File: config.mk
export PLATFORM = sky130hd
export DESIGN_NAME = instruction_fetch_unit
export DESIGN_NICKNAME = d
export VERILOG_FILES = /design/src/rtl/instruction_fetch_unit_pkg.sv /design/src/rtl/instruction_fetch_unit_buffer.sv /design/src/rtl/instruction_fetch_unit.sv
export SDC_FILE = /design/constraint.sdc
export NUM_CORES = 1
export LEC_CHECK = 0
export CAP_MARGIN = 0
export CELL_PAD_IN_SITES_DETAIL_PLACEMENT = 0
export CELL_PAD_IN_SITES_GLOBAL_PLACEMENT = 1
export CORE_MARGIN = 2
export CORE_UTILIZATION = 35
export CTS_CLUSTER_SIZE = 40
export DETAILED_ROUTE_END_ITERATION = 10
export PLACE_DENSITY_LB_ADDON = 0.1
export SLEW_MARGIN = 5
export SYNTH_ARGS = -nofsm -noshare
export SYNTH_HDL_FRONTEND = slang
export SYNTH_SLANG_ARGS = --single-unit
File: constraint.sdc
create_clock -name clk -period 7.6 [get_ports clk]
set_clock_uncertainty 0.2 [all_clocks]
set_input_delay 1.52 -clock clk [delete_from_list [all_inputs] [get_ports clk]]
set_output_delay 1.52 -clock clk [all_outputs]
set_load 0.01 [all_outputs]
File: src/rtl/instruction_fetch_unit_pkg.sv
// instruction_fetch_unit_pkg: shared fetch-stage types and constants
package instruction_fetch_unit_pkg;
  localparam logic [31:0] NOP_INSTR = 32'h0;
  localparam logic [31:0] DEFAULT_RESET_PC = 32'h0;
  localparam int BUF_ENTRIES = 2;
  typedef enum logic [1:0] {S_REQ, S_IDLE, S_WAIT, S_DROP} fetch_state_e;
  function automatic logic [31:0] align_word(input logic [31:0] a);
    return {a[31:2], 2'b00};
  endfunction
endpackage

File: src/rtl/instruction_fetch_unit_buffer.sv
// fetch_buffer: 2-entry FIFO of {pc4, instr}; flush empties it in one cycle
module fetch_buffer
  import instruction_fetch_unit_pkg::*;
(
  input  logic        clk,
  input  logic        rst,
  input  logic        flush,
  input  logic        push,
  input  logic        pop,
  input  logic [63:0] din,
  output logic [63:0] dout,
  output logic [1:0]  count
);
  logic [1:0][63:0] mem;
  logic rd, wr, do_pop, do_push;
  assign do_pop = pop && count != 2'd0;
  assign do_push = push && (count != 2'(BUF_ENTRIES) || do_pop);
  assign dout = mem[rd];
  always_ff @(posedge clk) begin
    if (rst || flush) begin
      rd <= 1'b0;
      wr <= 1'b0;
      count <= 2'd0;
    end else begin
      if (do_push) mem[wr] <= din;
      wr <= wr ^ do_push;
      rd <= rd ^ do_pop;
      count <= count + {1'b0, do_push} - {1'b0, do_pop};
    end
  end
endmodule

File: src/rtl/instruction_fetch_unit.sv
// instruction_fetch_unit: PC owner issuing req/gnt fetches into a 2-entry buffer
module instruction_fetch_unit
  import instruction_fetch_unit_pkg::*;
#(
  parameter logic [31:0] RESET_PC = DEFAULT_RESET_PC,
  parameter int BUF_DEPTH = BUF_ENTRIES
) (
  input  logic        clk,
  input  logic        rst,
  input  logic        freeze,
  input  logic        branch_taken,
  input  logic [31:0] branch_addr,
  output logic        imem_req,
  output logic [31:0] imem_addr,
  input  logic        imem_gnt,
  input  logic        imem_rvalid,
  input  logic [31:0] imem_rdata,
  output logic [31:0] pc_out,
  output logic [31:0] instruction_out,
  output logic        valid_out
);
  localparam logic [2:0] DEPTH = 3'(BUF_DEPTH);
  fetch_state_e state, state_n;
  logic [31:0] fetch_pc;
  logic [63:0] head;
  logic [1:0] count;
  logic [2:0] occ;
  logic pop, push, room, room_after;
  assign valid_out = count != 2'd0;
  assign pop = valid_out && !freeze && !branch_taken;
  assign occ = {1'b0, count} - {2'b0, pop};
  assign room = occ < DEPTH;
  assign room_after = occ + 3'd1 < DEPTH;
  // in S_WAIT fetch_pc already equals the outstanding address + 4
  assign push = state == S_WAIT && imem_rvalid && !branch_taken;
  assign imem_addr = fetch_pc;
  assign pc_out = valid_out ? head[63:32] : 32'h0;
  assign instruction_out = valid_out ? head[31:0] : NOP_INSTR;
  always_comb begin
    imem_req = 1'b0;
    state_n = state;
    case (state)
      S_REQ: begin
        imem_req = room;
        state_n = imem_req && imem_gnt ? S_WAIT : room ? S_REQ : S_IDLE;
      end
      S_IDLE: state_n = room ? S_REQ : S_IDLE;
      S_WAIT: begin
        imem_req = imem_rvalid && room_after;
        state_n = !imem_rvalid || (imem_req && imem_gnt) ? S_WAIT : room_after ? S_REQ : S_IDLE;
      end
      S_DROP: state_n = imem_rvalid ? S_REQ : S_DROP;
      default: state_n = S_REQ;
    endcase
    // a redirect must still swallow any response that is or becomes outstanding
    if (branch_taken)
      state_n = (imem_req && imem_gnt) || ((state == S_WAIT || state == S_DROP) && !imem_rvalid) ? S_DROP : S_REQ;
  end
  always_ff @(posedge clk) begin
    if (rst) begin
      state <= S_REQ;
      fetch_pc <= RESET_PC;
    end else begin
      state <= state_n;
      fetch_pc <= branch_taken ? align_word(branch_addr) : imem_req && imem_gnt ? fetch_pc + 32'd4 : fetch_pc;
    end
  end
  fetch_buffer u_buf (
    .clk(clk),
    .rst(rst),
    .flush(branch_taken),
    .push(push),
    .pop(pop),
    .din({fetch_pc, imem_rdata}),
    .dout(head),
    .count(count)
  );
endmodule

==> metrics <==
# IOs=168; max-slew violations=0; Hold Path Class=flip-flop to flip-flop; drt via density=between 4 and 5; Final Setup Violations=0; MaxCap Viol Count=0; DRT Pass-1 Iters=4; worst vdd rail ir drop=0.142 mV; CTS Buf Count=17; Crit path buffers/inverters=3; Slew HR=0.210; die width=142 um; share of cells above drive strength 1=0.0623; vias in the first global route=4676; Core ar.=between 15000 and 20000 um^2; status=completed; drc violations=0; crit-path max cell delay=0.60 ns; CTS HTree Levels=4; Leak=between 2 and 3 nW; vias post-DR=4573; setup TNS=0 ns; crit-path max FO=7; crit path DAT=4.03 ns; DP Wirelength=between 10000 and 15000 um; EDFF count, synth=124; CP Cell Sequence=clkdlybuf4s50_1 > nor3_1 > ha_1 > ha_1 > inv_1 > ha_1 > xor2_1 > o31a_1 > nor2_1 > clkdlybuf4s50_1; Initial Util=0.357; critical path class=input port to output port; number of routed nets with antenna violations=0; setup slack, reg-to-reg=4.01 ns; clock sink total=160; Post-CTS Hold Buffers=0; slowest CP cell=clkdlybuf4s50_1; Reg clk slew, reported paths=0.06 ns; placed standard-cell area=8560 um^2; number of I/O port buffers=161; row count=50; WP data required=between 5 and 6 ns; final hold viol count=0; CP most frequent cell=ha_1; area leader, netlist=edfxtp_1; CP delay by family, top=buffers and inverters; CTS tree=built; Initial DRC Count=167; wire per inst=between 15 and 20 um; Area contributors post-synth=edfxtp_1 (56%), dfxtp_1 (11%), mux2i_1 (9.4%), nor2_1 (5.3%), xnor2_1 (2.2%); count leader, synth=edfxtp_1; worst slew pin tran=1.19 ns; Total Wirelength=15800 um; post-layout util=0.486; Design Area, Final=slightly above 9000 um^2; CTS resizes=0; Post-CTS Setup Bufs=0; hold depth=0; die area=20300 um^2; reg2reg end=imem_addr[28]; predominant post-synthesis flop cell=edfxtp_1; synth-to-layout area growth=36.2%; Seq/Total Area, Yosys=0.663; Power Dens Cells=between 200 and 250 nW/um^2; initial antenna violation count=0; die height=142 um; Syn Inst Count=520; CP endpoint kind=output port; Final nets=753; yosys warns=0; Critical R2R Launch=u_buf.count[0]; CP startpoint kind=input port; clk_lat worst skew=0.42 ns; synthesized area=approximately 6700 um^2; Yosys cell types=39; post-synthesis register bit count=160; GPL Wtd Cong=0.749; worst hold start=imem_addr[31]; first-pass GRT wire length=about 25000 um; RSZ-0062 raised after global routing=false; pin count of the biggest net entering global routing=67; Mean Syn Cell Area=12.9 um^2; Max Freq=~170 MHz; top-area cell type share of the netlist area=0.556; ys async rst share=0; clock period minus worst slack=roughly 5.7 ns; Worst R2R Path Depth=12; Antenna Cells=0; Root Buffer=clkbuf_16; most instantiated cells after synthesis=edfxtp_1 (124), nor2_1 (95), mux2i_1 (63); Hold Path End=u_buf.mem[63]; Overall Global Routing Usage=0.160; GRT overflow=0; final period utilization=0.756; clock buffer depth=2
## sequential cells by signal, summed over array words and instances (netlist names)
| name | count |
|---|---|
| u_buf.mem | 124 |
| imem_addr | 30 |
| state | 2 |
| u_buf.count | 2 |
| u_buf.rd | 1 |
| u_buf.wr | 1 |
## stage by stage
step                instances  setup slack, ns  hold WS (ns)  total power (W)
floorplan                 523            0.225         0.294          0.00105
global placement          892             1.90         0.317          0.00113
detailed placement        892             1.85         0.322          0.00113
CTS                       924             1.84         0.335          0.00195
global route              924             1.67         0.338          0.00200
finish                    924             1.85         0.330          0.00192
## metal layers
metal  vias up  GRT usage  share of wire
met5         -          0              0
met4         0     0.0500          0.011
met3        11     0.0353          0.047
met2       105      0.275           0.49
met1      2232      0.202           0.45
li1       2225          -              -
## power by group
group | switching (W) | internal [W] | leakage, nW
clock network | 0.000350 | 0.000455 | 0.262
logic | 0.0000543 | 0.0000750 | 1.18
registers | 0.0000233 | 0.000959 | 1.43
## placed cells by master, fill, tap and decap left out, types with 11 or more instances in the layout
master           count
o21ai_0             13
a311oi_1            11
edfxtp_1           124
nand2_1             13
nor2_1              94
mux2i_1             63
clkdlybuf4s50_1    161
xnor2_1             17
a211oi_1            13
clkbuf_16           17
inv_1               12
dfxtp_1             35
or3_1               14
## worst max path at each step
stage                      start        endpoint  slack [ns]  cells after the start
finish              branch_taken        imem_req        1.85                     10
global route        branch_taken        imem_req        1.67                     10
CTS                 branch_taken        imem_req        1.84                     10
detailed placement  branch_taken        imem_req        1.85                     10
global placement    branch_taken        imem_req        1.90                     10
floorplan            imem_rvalid  u_buf.mem[100]        0.23                      4
## cell type report
class | instances | area, um^2
Clock buffer | 18 | 429
Clock inverter | 14 | 133
Fill cell | 1687 | 9640
Inverter | 13 | 48.8
Multi-Input combinational cell | 317 | 2100
Sequential cell | 160 | 4450
Tap cell | 234 | 293
Timing Repair Buffer | 168 | 1680
## cell families (layout without fill, tap and decap cells)
family / Yosys count / count (layout) / share of synthesized area
fa+ha+maj: 6 / 6 / 0.0112
other cells: 1 / 4 / 0.000560
compound gates: 56 / 56 / 0.0566
simple gates: 167 / 167 / 0.119
xor+xnor: 21 / 21 / 0.0274
buf+inv: 46 / 213 / 0.0282
flops: 160 / 160 / 0.663
mux: 63 / 63 / 0.0941
Power figures use the tool's default switching activity.
